File: src/rtl/inst_fetch.sv
// Instruction fetch: PC generation, registered imem request, in-order (pc, inst) FIFO with redirect squash.
// Accept-to-if_valid is memory latency + 1; issue is throttled so stalls never overflow the FIFO.

module inst_fetch_fifo #(
  parameter int W     = 32,
  parameter int DEPTH = 2,
  localparam int PW   = (DEPTH > 1) ? $clog2(DEPTH) : 1,
  localparam int CW   = $clog2(DEPTH + 1)
) (
  input  logic          clk,
  input  logic          rst,
  input  logic          flush_i,
  input  logic          push_i,
  input  logic [W-1:0]  push_dat_i,
  input  logic          pop_i,
  output logic [W-1:0]  head_dat_o,
  output logic [CW-1:0] cnt_o
);

  logic [W-1:0]  mem_q [DEPTH];
  logic [PW-1:0] rd_q;
  logic [PW-1:0] wr_q;
  logic [CW-1:0] cnt_q;
  logic          do_push;
  logic          do_pop;

  assign do_push = push_i & ~flush_i;
  assign do_pop  = pop_i & ~flush_i;

  function automatic logic [PW-1:0] ptr_inc(input logic [PW-1:0] p);
    return (p == PW'(DEPTH - 1)) ? '0 : p + 1'b1;
  endfunction

  always_ff @(posedge clk) begin
    if (!rst) begin
      rd_q  <= '0;
      wr_q  <= '0;
      cnt_q <= '0;
    end else if (flush_i) begin
      rd_q  <= '0;
      wr_q  <= '0;
      cnt_q <= '0;
    end else begin
      if (do_push) wr_q <= ptr_inc(wr_q);
      if (do_pop)  rd_q <= ptr_inc(rd_q);
      case ({do_push, do_pop})
        2'b10:   cnt_q <= cnt_q + 1'b1;
        2'b01:   cnt_q <= cnt_q - 1'b1;
        default: cnt_q <= cnt_q;
      endcase
      assert (!(do_push && !do_pop && cnt_q == CW'(DEPTH)));
      assert (!(do_pop && cnt_q == '0));
    end
  end

  always_ff @(posedge clk) begin
    if (rst && do_push) mem_q[wr_q] <= push_dat_i;
  end

  assign head_dat_o = mem_q[rd_q];
  assign cnt_o      = cnt_q;

endmodule

module inst_fetch #(
  parameter logic [31:0] RESET_PC = 32'h0000_0000,
  parameter int          DEPTH    = 2,
  localparam int         CW       = $clog2(DEPTH + 1)
) (
  input  logic        clk,
  input  logic        rst,
  input  logic        stall_i,
  input  logic        branch_flag_i,
  input  logic [31:0] branch_target_i,
  output logic        imem_req_valid,
  input  logic        imem_req_ready,
  output logic [31:0] imem_req_addr,
  input  logic        imem_resp_valid,
  input  logic [31:0] imem_resp_data,
  output logic        if_valid,
  output logic [31:0] if_pc,
  output logic [31:0] if_inst
);

  typedef struct packed {
    logic [31:0] pc;
    logic [31:0] inst;
  } fetch_ent_t;

  logic [31:0]   pc_q, pc_d;
  logic [31:0]   addr_q, addr_d;
  logic          req_vld_q, req_vld_d;
  logic [CW-1:0] discard_q, discard_d;
  logic [CW-1:0] outst_cnt, fifo_cnt;
  logic [CW-1:0] outst_nxt, fifo_nxt;
  logic [31:0]   inflight_pc;
  fetch_ent_t    head_ent, push_ent;
  logic          accept, resp_keep, resp_drop, pop;
  logic          unused_tgt_lsb;

  assign accept    = req_vld_q & imem_req_ready;
  assign resp_keep = imem_resp_valid & (discard_q == '0);
  assign resp_drop = imem_resp_valid & (discard_q != '0);
  assign pop       = if_valid & ~stall_i;
  assign push_ent  = '{pc: inflight_pc, inst: imem_resp_data};
  assign unused_tgt_lsb = ^branch_target_i[1:0];

  // Outstanding count is simply the occupancy of the in-flight pc queue.
  inst_fetch_fifo #(.W(32), .DEPTH(DEPTH)) u_inflight (
    .clk        (clk),
    .rst        (rst),
    .flush_i    (1'b0),
    .push_i     (accept),
    .push_dat_i (addr_q),
    .pop_i      (imem_resp_valid),
    .head_dat_o (inflight_pc),
    .cnt_o      (outst_cnt)
  );

  inst_fetch_fifo #(.W($bits(fetch_ent_t)), .DEPTH(DEPTH)) u_out (
    .clk        (clk),
    .rst        (rst),
    .flush_i    (branch_flag_i),
    .push_i     (resp_keep),
    .push_dat_i (push_ent),
    .pop_i      (pop),
    .head_dat_o (head_ent),
    .cnt_o      (fifo_cnt)
  );

  assign outst_nxt = outst_cnt + CW'(accept) - CW'(imem_resp_valid);
  assign fifo_nxt  = branch_flag_i ? '0 : fifo_cnt + CW'(resp_keep) - CW'(pop);

  // A new request is raised only when a slot is guaranteed for its response,
  // so a held request can wait any number of stalled cycles without overflow.
  always_comb begin
    pc_d      = accept ? pc_q + 32'd4 : pc_q;
    addr_d    = addr_q;
    req_vld_d = req_vld_q & ~accept;
    discard_d = discard_q - CW'(resp_drop);
    if (branch_flag_i) begin
      pc_d      = {branch_target_i[31:2], 2'b00};
      req_vld_d = 1'b0;
      discard_d = outst_nxt;
    end else if (!req_vld_d && (int'(outst_nxt) + int'(fifo_nxt) < DEPTH)) begin
      req_vld_d = 1'b1;
      addr_d    = pc_d;
    end
  end

  always_ff @(posedge clk) begin
    if (!rst) begin
      pc_q      <= RESET_PC;
      addr_q    <= '0;
      req_vld_q <= 1'b0;
      discard_q <= '0;
    end else begin
      pc_q      <= pc_d;
      addr_q    <= addr_d;
      req_vld_q <= req_vld_d;
      discard_q <= discard_d;
      assert (discard_q <= outst_cnt);
      assert (!req_vld_q || (int'(outst_cnt) + int'(fifo_cnt) < DEPTH));
    end
  end

  assign imem_req_valid = req_vld_q;
  assign imem_req_addr  = addr_q;
  assign if_valid       = (fifo_cnt != '0);
  assign if_pc          = if_valid ? head_ent.pc   : 32'h0;
  assign if_inst        = if_valid ? head_ent.inst : 32'h0;

endmodule
File: config.mk
export PLATFORM = sky130hd
export DESIGN_NAME = inst_fetch
export DESIGN_NICKNAME = d
export VERILOG_FILES = /design/src/rtl/inst_fetch.sv
export SDC_FILE = /design/constraint.sdc
export NUM_CORES = 1
export LEC_CHECK = 0
export ABC_AREA = 1
export ABC_CLOCK_PERIOD_IN_PS = 9000
export CAP_MARGIN = 20
export CORE_ASPECT_RATIO = 1.5
export CORE_UTILIZATION = 28
export CTS_BUF_LIST = sky130_fd_sc_hd__clkbuf_4 sky130_fd_sc_hd__clkbuf_8
export CTS_CLUSTER_DIAMETER = 40
export DETAILED_ROUTE_END_ITERATION = 8
export SYNTH_ARGS = -nofsm -noshare
export SYNTH_HDL_FRONTEND = slang
export SYNTH_SLANG_ARGS = --single-unit
export TNS_END_PERCENT = 10
File: constraint.sdc
create_clock -name clk -period 9 [get_ports clk]
set_clock_uncertainty 0.15 [all_clocks]
set_input_delay 0.9 -clock clk [delete_from_list [all_inputs] [get_ports clk]]
set_output_delay 0.9 -clock clk [all_outputs]
set_load 0.03 [all_outputs]
## Word level (Yosys, flattened, before mapping)

Memories as Yosys holds them, arrays and structs flattened. A register that Yosys moved wholly into a read port is not among the register bits.
Cells that the tools add are included.

| cells by class | value |
|---|---|
| add/subtract/negate cells | 15 |
| magnitude comparators | 1 |
| equal/unequal tests | 4 |
| multiplexer cells | 21 |
| bitwise logic cells | 11 |
| reduce and logical (&&, ||, !) cells | 11 |

Operators with widths:

| kind | count |
|---|---|
| $mux W32 | 4 |
| $add A32 B3 Y32 const B | 1 |
| $mux W1 | 13 |
| $pmux W2 S2 | 2 |
| $reduce_bool A2 Y1 | 4 |
| $and A1 B1 Y1 | 7 |
| $sub A2 B1 Y2 | 3 |
| $add A1 B1 Y1 const B | 4 |
| $add A2 B1 Y2 | 2 |
| $add A2 B1 Y2 const B | 2 |
| $eq A2 B1 Y1 const B | 2 |
| $eq A2 B2 Y1 const B | 2 |
| $mux W2 | 2 |
| $not A1 Y1 | 4 |
| $sub A2 B1 Y2 const B | 2 |
| $add A2 B2 Y3 | 1 |
| $logic_and A1 B1 Y1 | 3 |
| $lt A3 B2 Y1 const B | 1 |
| $logic_not A2 Y1 | 1 |
| $reduce_and A2 Y1 | 1 |
| $reduce_or A2 Y1 | 1 |
| $logic_not A1 Y1 | 1 |

| storage, ports and cells | value |
|---|---|
| register bits | 75 |
| memory bits (writable) | 192 |
| input port bits | 70 |
| output and inout port bits | 98 |
| word-level logic and storage cells | 76 |
| memories | 2 |

Memories:

| name | depth | bits a word | read ports | clocked after Yosys merged registers in | wr ports | RTL line | source |
|---|---|---|---|---|---|---|---|
| u_out.mem_q | 2 | 64 | 1 | 1 | 1 | 20 | `logic [W-1:0] mem_q [DEPTH];` |
| u_inflight.mem_q | 2 | 32 | 1 | 1 | 1 | 20 |  |

## Depth between registers and ports, before layout

Gate-level depths: netlist of the first run.

| logic depth | value |
|---|---|
| depth after elaboration | 9 |
| mapped depth | 15 |
| mapped depth without buffers | 14 |

## Modules after synthesis

A second synthesis of the first run with hierarchy kept.

| unflattened totals | value |
|---|---|
| cells, all modules | 989 |
| area total of the unflattened synthesis | 11,802.6 µm² |

By module, submodules not included:

| module | times used | cells an instance | area each (µm²) | sequential area each (µm²) |
|---|---|---|---|---|
| inst_fetch_fifo at u_out | 1 | 234 | 5,154.9 | 3,943.8 |
| inst_fetch | 1 | 620 | 3,947.5 | 1,261.2 |
| inst_fetch_fifo at u_inflight | 1 | 135 | 2,700.1 | 2,021.9 |

## Least setup slack after synthesis of the first run

Ideal clock, no wire load.

| timing path | value |
|---|---|
| path kind | input to register |
| from | input port rst |
| to | memory u_out.mem_q[0][0] (netlist name) (enable) |
| library setup time | 0.559 ns |
| arrival time | 5.587 ns |
| required time | 8.291 ns |
| slack | 2.705 ns |
| cell stages on the path | 5 |
| buffers on the path | 1 |
| path through | inv_1 buf_4 nor2_1 inv_1 nor3_1 |

| on the way | value |
|---|---|
| word-level cells in the longest chain between the ends | 3 |

RTL lines:

| element | RTL line | source |
|---|---|---|
| start: declaration | 71 | `input logic rst,` |
| $logic_and A1 B1 Y1 | 57 | `if (rst && do_push) mem_q[wr_q] <= push_dat_i;` |
| $mux W1 | 57 |  |
| $mux W1 (not written as such) | 57 |  |
| end: declaration | 20 |  |

Every way passes these cells.

## Worst setup path in the final report of the first run

| timing path | value |
|---|---|
| from | input port branch_flag_i |
| to | register addr_q[5], in the netlist imem_req_addr[5] |

| on the way | value |
|---|---|
| word-level cells in the longest chain between the ends | 5 |
| elaborated cells between the ends (all ways) | 6 |
| classes of those cells | 1 x add/sub; 1 x order compare; 1 x mux; 1 x bitwise; 2 x reduce/logical |

RTL lines:

| element | RTL line | source |
|---|---|---|
| start: declaration | 73 | `input logic branch_flag_i,` |
| $mux W2 | 132 | `assign fifo_nxt = branch_flag_i ? '0 : fifo_cnt + CW'(resp_keep) - CW'(pop);` |
| $add A2 B2 Y3 | 145 | `end else if (!req_vld_d && (int'(outst_nxt) + int'(fifo_nxt) < DEPTH)) begin` |
| $lt A3 B2 Y1 | 145 |  |
| $logic_and A1 B1 Y1 | 145 |  |
| $reduce_and A2 Y1 (no source line) * | - |  |
| end signal: assignment | 159 | `addr_q <= addr_d;` |
| end: declaration | 91 | `logic [31:0] addr_q, addr_d;` |

Mark *: on every way between the ends. The rest lies on a longest branch, timed or not.
A chain may end at the register's enable or synchronous reset.

==> impl_metrics.csv, run 1 <==
group,metric,value,unit
run_status,status,"finished clean",
worst_setup_path,critical_path.reg2reg.endpoint,"imem_req_addr[5]",
global_route,grt_antenna_before_repair,1,
routing,detail_route.first_pass.iterations,5,
cts,root_buffer,"sky130_fd_sc_hd__clkbuf_8",
synthesis,yosysSeqAreaShare,65.93,%
timing,timing.final.max_slew_violations,0,
routing,routed-via-count,7154,
synthesis,post-synth-top-count-cell,"sky130_fd_sc_hd__nand2_1",
routing,detailedRoute.firstIterationViolations,330,
floorplan,chipHeight,240.3,um
worst_setup_path,cp_slowest_stage_delay,870,ps
timing,total_of_endpoints_with_negative_setup_slack_in_the_final_report,0,
worst_setup_path,regToRegStartpoint,"u_out.cnt_o[1]",
cells_and_area,register_area,6988,um^2
synthesis,synth.lib_cells_used.distinct,38,
worst_setup_path,crit_path_end_kind,"flop",
synthesis,synth_area,10600,um^2
synthesis,register_bit_total_from_synthesis,257,
worst_setup_path,critPathBufInv,5,
synthesis,yosys-top-cells-count,"sky130_fd_sc_hd__nand2_1, sky130_fd_sc_hd__edfxtp_1, sky130_fd_sc_hd__a21oi_1",
timing,setup_slack,4759,ps
floorplan,die_w,160.8,um
timing,grt_setup_unrepaired,"no",
cts,cts.clk_slew.worst_paths,60,ps
worst_setup_path,critical_path.most_common_cell,"sky130_fd_sc_hd__inv_2",
worst_setup_path,timing.critical_path.from_type,"input port",
synthesis,post_syn_area_per_cell,10.82,um^2
placed_design,port_buffers,161,
timing,timing.setup.tns,0,ps
cells_and_area,multi_input_comb_area,3109,um^2
timing,maxClockFrequency,235.8,MHz
hold_path,timing.hold.worst_endpoint,"u_inflight.wr_q",
floorplan,std_cell_rows,86,
routing,wire_length_reported_by_the_detailed_router,24820,um
routing,route.detailed.vias_per_inst,4.297,
cts,cts_hold_buf,0,
global_route,grt_max_degree,65,
placed_design,place_congestion,0.8576,
cells_and_area,fill_cells,3717,
timing,tightest_slew,950.9,ps
worst_setup_path,cp_max_fo,55,
placed_design,dp_hpwl,16680,um
cts,worst_skew_pair.late_latency,550,ps
global_route,grt_overall_usage,12.97,%
worst_setup_path,timing.setup.critical_path_class,"in2reg",
power,total_power_per_unit_cell_area,202.6,nW/um^2
worst_setup_path,critical_path.top_delay_family,"buffers and inverters",
synthesis,yosysTopAreaCellShare,52.14,%
synthesis,cells_taking_the_most_area_after_synthesis,"sky130_fd_sc_hd__edfxtp_1, sky130_fd_sc_hd__dfxtp_1, sky130_fd_sc_hd__nand2_1",
synthesis,dominantRegCellSynth,"sky130_fd_sc_hd__edfxtp_1",
cts,cts_tree,"done",
cts,post-cts-setup-buffer-count,0,
cts,max-clock-path-buffers,3,
placed_design,detailedPlace.worstSlack,4118,ps
global_route,grt_first_pass_wirelength,38920,um
cells_and_area,ratio_of_cells_with_drive_above_1_in_the_final_layout,11.27,%
cells_and_area,synthToLayoutAreaGrowth,27.71,%
cts,numCtsBuffers,39,
hold_path,hold_class,"reg2reg",
worst_setup_path,crit_path_top_delay_cell,"sky130_fd_sc_hd__inv_2",
synthesis,syn-instance-count,979,
job,timing.max_cap.violations,0,
cts,cts_resized,0,
synthesis,synth-async-reset-ratio,0,%
cts,cts.sink_count,257,
power,max-vdd-ir-drop,106.0,uV
cts,ctsHtreeMaxLevel,2,
worst_setup_path,reg2reg_setup_slack,4940,ps
hold_path,hold-path-cell-count,2,
synthesis,post_synth_edffs,184,
timing,relSlewSlack,36.61,%
hold_path,worstHoldStart,"u_inflight.wr_q",
worst_setup_path,timing.critical_path.arrival,4540,ps
synthesis,synth.yosys.warnings,0,
routing,route.detailed.wl_per_inst,14.90,um
timing,share_of_the_clock_period_used_by_the_worst_path,47.12,%
timing,period_needed,4241,ps
routing,ant_nets,0,
global_route,globalRouteOverflowTotal,0,
global_route,grt_pass1_vias,7072,
floorplan,top_level_ports,168,
floorplan,core-area,37020,um^2
worst_setup_path,worst-endpoint-required,9300,ps
worst_setup_path,timing.critical_path.depth,10,
routing,detail_route.drc_violations,0,
timing,report.final.hold_viol_count,0,
cells_and_area,layout.nets,1229,
power,static-leakage-power,5.026,nW
worst_setup_path,reg2reg_depth,16,
floorplan,floorplan.initialDensity,28.63,%
synthesis,synth.largest_area_cell,"sky130_fd_sc_hd__edfxtp_1",
worst_setup_path,path_cells,"clkdlybuf4s50_1 -> inv_2 -> nand3_1 -> fa_1 -> nand2_1 -> nor3_4 -> buf_4 -> inv_2 -> o21ai_0 -> inv_1",
floorplan,floorplan.die_area,38640,um^2
power,total_power,0.002742,W
-- state kept, by name, summed over array words and instances, names as in the netlist, named ones only --
register	cells
imem_req_addr	30
discard_q	2
u_inflight.rd_q	1
u_inflight.wr_q	1
u_out.cnt_o	2
imem_req_valid	1
pc_q	30
u_out.rd_q	1
u_out.mem_q	124
u_inflight.mem_q	60
u_out.wr_q	1
u_inflight.cnt_o	2
-- tightest hold or removal path: stages, from the launching register on --
cell	delay (ps)
sky130_fd_sc_hd__dfxtp_1	310
sky130_fd_sc_hd__nand2_1	60
sky130_fd_sc_hd__a21oi_1	60
-- power by group --
group          switching [W]  internal (W)
Clock               0.000448      0.000531
Combinational       0.000213      0.000150
Sequential         0.0000556       0.00134
-- stage by stage --
step | instances | cell area, um^2 | hold WS [ps] | utilization [%]
final | 1665 | 13530 | 318.5 | 36.56
after global placement | 1593 | 12730 | 303.9 | 34.40
after global routing | 1665 | 13530 | 344.4 | 36.56
after CTS | 1664 | 13530 | 323.9 | 36.55
after floorplan | 982 | 10610 | 295.1 | -
after detailed placement | 1593 | 12730 | 309.9 | 34.40
-- final cells by class --
class	instances	area share, %
Clock buffer	52	4.780
Timing Repair Buffer	172	12.52
Inverter	89	2.478
Sequential cell	257	51.64
Tap cell	484	4.475
Antenna cell	1	0.01849
Multi-Input combinational cell	591	22.98
Clock inverter	19	1.119
-- cells in the final DEF, fill, tap and decap left out, drive strengths merged --
cell type	n
a21oi	88
nor3	7
or2	1
nand3	37
o21a	13
nand4	11
diode	1
mux2	30
ha	8
nor2	91
nand3b	3
and3	1
edfxtp	184
o21bai	9
xor2	15
buf	11
dfxtp	73
clkdlybuf4s50	161
clkinvlp	2
conb	4
fa	1
xnor2	7
clkbuf	52
o211ai	2
clkinv	14
bufinv	2
inv	90
o21ai	41
nand2	222
-- kinds of logic after synthesis --
kind of cell / synth area share, %
and+or+nand+nor: 14.98
DFF: 65.93
AOI/OAI and AO/OA: 7.864
buffers and inverters: 5.042
muxes: 3.188
xor gates and xnor gates: 1.818
adders and majority gates: 1.134
other: 0.03539
-- how the worst max path moves through the flow --
stage,end,from,slack [ps]
global route,imem_req_addr[5],branch_flag_i,4470
finish,imem_req_addr[5],branch_flag_i,4760
global placement,imem_req_addr[5],branch_flag_i,4160
floorplan,u_out.mem_q[0][0],rst,2700
detailed placement,imem_req_addr[5],branch_flag_i,4120
CTS,imem_req_addr[5],branch_flag_i,4710
-- per-layer routing --
metal	up-vias	GRT usage (%)	share of wire (%)
met5	-	0	0
met4	0	5.660	3.1
met3	46	2.467	4.3
met2	158	24.14	53
met1	3306	14.19	39
li1	3644	-	-
Note: power is estimated with default switching activity, not from simulation.
==> inputs of run 2 (changes only) <==
ABC_CLOCK_PERIOD_IN_PS = 3900   (was 9000)
clock period = 3.9 ns   (was 9 ns; I/O delays follow)
==> impl_metrics.csv, run 2 (synthesis gave the netlist of run 1 again) <==
group,metric,value,unit
cells_and_area,fin_area,13580,um^2
timing,final.hold.worst_slack,267.8,ps
power,total_power_per_unit_cell_area,462.4,nW/um^2
global_route,grt_max_degree,64,
worst_setup_path,cp_slowest_stage_delay,720,ps
timing,maxClockFrequency,308.5,MHz
routing,route.detailed.wl_per_inst,14.82,um
worst_setup_path,path_cells,"inv_2 -> buf_4 -> nand2_1 -> a21oi_1 -> clkdlybuf4s50_1",
cells_and_area,final_core_util,36.69,%
timing,total_of_endpoints_with_negative_setup_slack_in_the_final_report,0,
cts,root_buffer,"sky130_fd_sc_hd__clkbuf_8",
run_status,status,"finished clean",
routing,routed-via-count,7186,
timing,timing.setup.tns,0,ps
placed_design,post_detailed_placement_cell_area,12790,um^2
routing,detailedRoute.firstIterationViolations,294,
global_route,grt_overall_usage,12.96,%
cts,ctsHtreeMaxLevel,2,
power,static-leakage-power,5.047,nW
cts,cts_resized,0,
global_route,globalRouteOverflowTotal,0,
global_route,grt_antenna_before_repair,1,
timing,period_needed,3241,ps
cts,numCtsBuffers,41,
worst_setup_path,crit_path_end_kind,"output port",
power,power.switching_fraction,26.54,%
worst_setup_path,timing.critical_path.arrival,2700,ps
power,seqPwrFrac,51.4,%
job,timing.max_cap.violations,0,
floorplan,floorplan.initialDensity,28.63,%
cts,cts_hold_buf,0,
global_route,grt_pass1_vias,7258,
worst_setup_path,cp_max_fo,33,
power,max-vdd-ir-drop,153.2,uV
routing,wire_length_reported_by_the_detailed_router,24760,um
routing,route.detailed.vias_per_inst,4.300,
placed_design,dp_hpwl,16780,um
cells_and_area,largest_register_ffs,124,
cells_and_area,synthToLayoutAreaGrowth,28.17,%
routing,detail_route.drc_violations,0,
worst_setup_path,timing.setup.critical_path_class,"reg2out",
timing,timing.final.max_slew_violations,0,
cells_and_area,layout.nets,1234,
timing,relSlewSlack,51.52,%
cells_and_area,layout_top_registers,"u_out.mem_q x124, u_inflight.mem_q x60",
power,clkPwrFrac,35.1,%
cells_and_area,layout_commonest_cell,"sky130_fd_sc_hd__nand2_1",
worst_setup_path,worst-endpoint-required,3360,ps
power,power_switching,0.001667,W
hold_path,hold_class,"in2reg",
floorplan,chipHeight,240.3,um
worst_setup_path,critical_path.top_delay_family,"buffers and inverters",
placed_design,place_congestion,0.8565,
floorplan,core-area,37020,um^2
cells_and_area,fill_cells,3686,
cts,max-clock-path-buffers,3,
timing,setup_slack,658.9,ps
cells_and_area,ratio_of_cells_with_drive_above_1_in_the_final_layout,11.89,%
worst_setup_path,crit_path_top_delay_cell,"sky130_fd_sc_hd__clkdlybuf4s50_1",
floorplan,top_level_ports,168,
cts,cts.clk_slew.worst_paths,70,ps
cts,worst_skew_pair.late_latency,560,ps
global_route,grt_first_pass_wirelength,38870,um
power,pwr-share-comb,13.5,%
timing,report.final.hold_viol_count,0,
timing,share_of_the_clock_period_used_by_the_worst_path,83.10,%
routing,detail_route.first_pass.iterations,4,
worst_setup_path,critPathBufInv,3,
routing,ant_nets,0,
cts,post-cts-setup-buffer-count,0,
floorplan,floorplan.die_area,38640,um^2
power,cell_internal_pwr,0.004613,W
cells_and_area,most-common-layout-cells,"sky130_fd_sc_hd__nand2_1, sky130_fd_sc_hd__edfxtp_1, sky130_fd_sc_hd__clkdlybuf4s50_1",
floorplan,std_cell_rows,86,
cts,cts.sink_count,257,
timing,tightest_slew,727.2,ps
placed_design,detailedPlace.worstSlack,391.7,ps
timing,grt_setup_unrepaired,"no",
placed_design,port_buffers,161,
cells_and_area,largest_reg_by_ff_count,"u_out.mem_q",
floorplan,die_w,160.8,um
cts,cts_tree,"done",
worst_setup_path,timing.critical_path.from_type,"flop",
-- run 2: final cells by class --
class                           count  area (um^2)  share of cell area (%)
Clock inverter                     17        96.34                  0.7093
Antenna cell                        1        2.502                 0.01842
Timing Repair Buffer              175         1754                   12.92
Inverter                           89        335.3                   2.469
Multi-Input combinational cell    591         3109                   22.89
Clock buffer                       57        690.7                   5.085
Tap cell                          484        605.6                   4.459
Sequential cell                   257         6988                   51.45
-- run 2: worst paths after layout --
kind	startpoint	to	slack, ps	cells past startpoint
worst max-delay path	flop	if_pc[5]	660	5
worst min-delay path	imem_resp_data[29]	u_out.mem_q[1][29]	270	1
worst max register to register	u_out.cnt_o[1]	imem_req_addr[5]	930	15
worst min register to register	u_out.rd_q	flop	310	2
-- run 2: worst register-to-register path: cells and delay by family, from the launching register on --
family | cells | cell delay (ps)
AO/OA/AOI/OAI | 1 | 170
adder cells (fa/ha/maj) | 3 | 900
buffers and inverters | 5 | 550
AND/OR/NAND/NOR | 6 | 660
flip-flops | 1 | 420
-- run 2: through the flow --
step | cells | total power, W
2_1_floorplan | 982 | 0.003756
3_3_place_gp | 1596 | 0.004129
3_5_place_dp | 1596 | 0.004144
4_1_cts | 1670 | 0.006385
5_1_grt | 1671 | 0.006587
6_report | 1671 | 0.006280
-- run 2: power by group through the flow --
stage	clock network (W)	logic, W	registers (W)
4_1_cts	0.00229	0.000860	0.00323
2_1_floorplan	0	0.000390	0.00337
3_3_place_gp	0	0.000846	0.00328
3_5_place_dp	0	0.000855	0.00329
6_report	0.00220	0.000848	0.00323
5_1_grt	0.00241	0.000929	0.00325
-- run 2: routing by layer --
metal  vias to the layer above  GRT usage [%]  wire length, um  share of wire (%)
met5                         -              0                0                  0
met2                       175          23.97            13120                 53
met4                         0          5.918              822                3.3
met3                        48          2.812             1094                4.4
li1                       3646              -                -                  -
met1                      3317          13.98             9728                 39
==> inputs of run 3 (changes only) <==
ABC_CLOCK_PERIOD_IN_PS = 3300   (was 3900)
clock period = 3.3 ns   (was 3.9 ns; I/O delays follow)
==> impl_metrics.csv, run 3 (synthesis gave the netlist of run 1 again) <==
group,metric,value,unit
worst_setup_path,path_cells,"inv_2 -> buf_4 -> nand2_1 -> a21oi_1 -> clkdlybuf4s50_1",
worst_setup_path,cp_max_fo,46,
floorplan,core-area,37020,um^2
cts,root_buffer,"sky130_fd_sc_hd__clkbuf_8",
cts,post-cts-setup-buffer-count,0,
cells_and_area,synthToLayoutAreaGrowth,28.87,%
worst_setup_path,timing.critical_path.from_type,"flop",
cells_and_area,layout_top_registers,"u_out.mem_q x124, u_inflight.mem_q x60",
cts,cts_hold_buf,0,
worst_setup_path,crit_path_end_kind,"output port",
cts,cts.clk_slew.worst_paths,60,ps
routing,detail_route.drc_violations,0,
cells_and_area,layout.nets,1236,
floorplan,chipHeight,240.3,um
cells_and_area,fill_cells,3668,
global_route,globalRouteOverflowTotal,0,
worst_setup_path,crit_path_top_delay_cell,"sky130_fd_sc_hd__clkdlybuf4s50_1",
routing,route.detailed.wl_per_inst,14.73,um
cells_and_area,layout_commonest_cell,"sky130_fd_sc_hd__nand2_1",
placed_design,dp_hpwl,16900,um
power,max-vdd-ir-drop,247.4,uV
timing,report.final.hold_viol_count,0,
routing,route.detailed.vias_per_inst,4.313,
cts,numCtsBuffers,38,
cells_and_area,most-common-layout-cells,"sky130_fd_sc_hd__nand2_1, sky130_fd_sc_hd__edfxtp_1, sky130_fd_sc_hd__clkdlybuf4s50_1",
timing,grt_setup_unrepaired,"no",
timing,timing.final.max_slew_violations,0,
timing,total_of_endpoints_with_negative_setup_slack_in_the_final_report,0,
cells_and_area,largest_reg_by_ff_count,"u_out.mem_q",
hold_path,hold_class,"in2reg",
global_route,grt_overall_usage,12.70,%
placed_design,port_buffers,161,
floorplan,floorplan.die_area,38640,um^2
placed_design,place_congestion,0.8780,
worst_setup_path,worst-endpoint-required,2820,ps
timing,setup_slack,262.9,ps
routing,routed-via-count,7207,
placed_design,detailedPlace.worstSlack,-90.19,ps
routing,detail_route.first_pass.iterations,4,
run_status,status,"finished clean",
routing,ant_nets,0,
floorplan,top_level_ports,168,
floorplan,floorplan.initialDensity,28.63,%
cells_and_area,ratio_of_cells_with_drive_above_1_in_the_final_layout,11.80,%
worst_setup_path,timing.critical_path.arrival,2560,ps
timing,relSlewSlack,50.31,%
timing,period_needed,3037,ps
timing,maxClockFrequency,329.3,MHz
cells_and_area,largest_register_ffs,124,
worst_setup_path,cp_slowest_stage_delay,730,ps
job,timing.max_cap.violations,0,
timing,final.hold.worst_slack,213.6,ps
routing,wire_length_reported_by_the_detailed_router,24610,um
placed_design,post_detailed_placement_cell_area,12840,um^2
cts,max-clock-path-buffers,3,
timing,tightest_slew,745.4,ps
power,total_power_per_unit_cell_area,552.8,nW/um^2
cells_and_area,fin_area,13660,um^2
global_route,grt_first_pass_wirelength,38090,um
worst_setup_path,reg2reg_setup_slack,300,ps
global_route,grt_antenna_before_repair,1,
power,static-leakage-power,5.087,nW
floorplan,die_w,160.8,um
worst_setup_path,timing.setup.critical_path_class,"reg2out",
global_route,grt_max_degree,64,
cts,cts_tree,"done",
timing,share_of_the_clock_period_used_by_the_worst_path,92.03,%
routing,detailedRoute.firstIterationViolations,335,
floorplan,std_cell_rows,86,
global_route,grt_pass1_vias,7067,
cts,cts_resized,0,
cts,cts.sink_count,257,
cts,worst_skew_pair.late_latency,550,ps
cts,ctsHtreeMaxLevel,2,
cells_and_area,final_core_util,36.89,%
run 3: cell count changes in the layout (fill, tap and decap cells not counted), moves of 2 or more:
cell	previous run	this run
sky130_fd_sc_hd__clkbuf_4	15	11
sky130_fd_sc_hd__buf_4	11	16
sky130_fd_sc_hd__clkinv_2	6	4
sky130_fd_sc_hd__bufinv_16	0	3
sky130_fd_sc_hd__clkinv_4	2	0
sky130_fd_sc_hd__nor3_4	1	3
sky130_fd_sc_hd__nor3_2	3	1
run 3: area by class of cell:
type                            count  area, um^2  share of cell area, %
Sequential cell                   257        6988                  51.17
Multi-Input combinational cell    591        3122                  22.86
Timing Repair Buffer              180        1792                  13.12
Clock buffer                       52       646.9                  4.737
Tap cell                          484       605.6                  4.435
Inverter                           89       335.3                  2.456
Clock inverter                     17       163.9                  1.200
Antenna cell                        1       2.502                0.01833
run 3: per-layer routing:
metal	track usage (%)	vias up	share of wire, %
met4	6.118	0	3.4
met1	14.02	3314	40
met5	0	-	0
met3	2.346	54	4.5
met2	23.26	183	52
li1	-	3656	-
run 3: critical path, delay by kind of cell, from the launching register on:
family / cells / cell delay [ps]
AND/OR/NAND/NOR: 1 / 100
AO/OA/AOI/OAI: 1 / 300
flip-flops: 1 / 360
buffers and inverters: 3 / 1230
run 3: final timing paths:
check                             to  depth (start not counted)               start
setup / recovery           if_pc[16]                          5                flop
hold / removal    u_out.mem_q[1][17]                          1  imem_resp_data[17]
setup reg to reg    imem_req_addr[5]                         15      u_out.cnt_o[1]
hold reg to reg      u_inflight.wr_q                          2     u_inflight.wr_q
run 3: power by group:
group          internal [W]  switching, W  leakage [nW]
Combinational      0.000426      0.000582          2.40
Clock               0.00152       0.00120         0.420
Sequential          0.00366      0.000156          2.26
run 3: per-stage QoR:
step	cells	total power [W]	setup TNS, ps
2_1_floorplan	982	0.004438	-68450
3_3_place_gp	1601	0.004892	-428.5
3_5_place_dp	1601	0.004907	-487.7
4_1_cts	1670	0.007667	0
5_1_grt	1671	0.007879	0
6_report	1671	0.007548	0
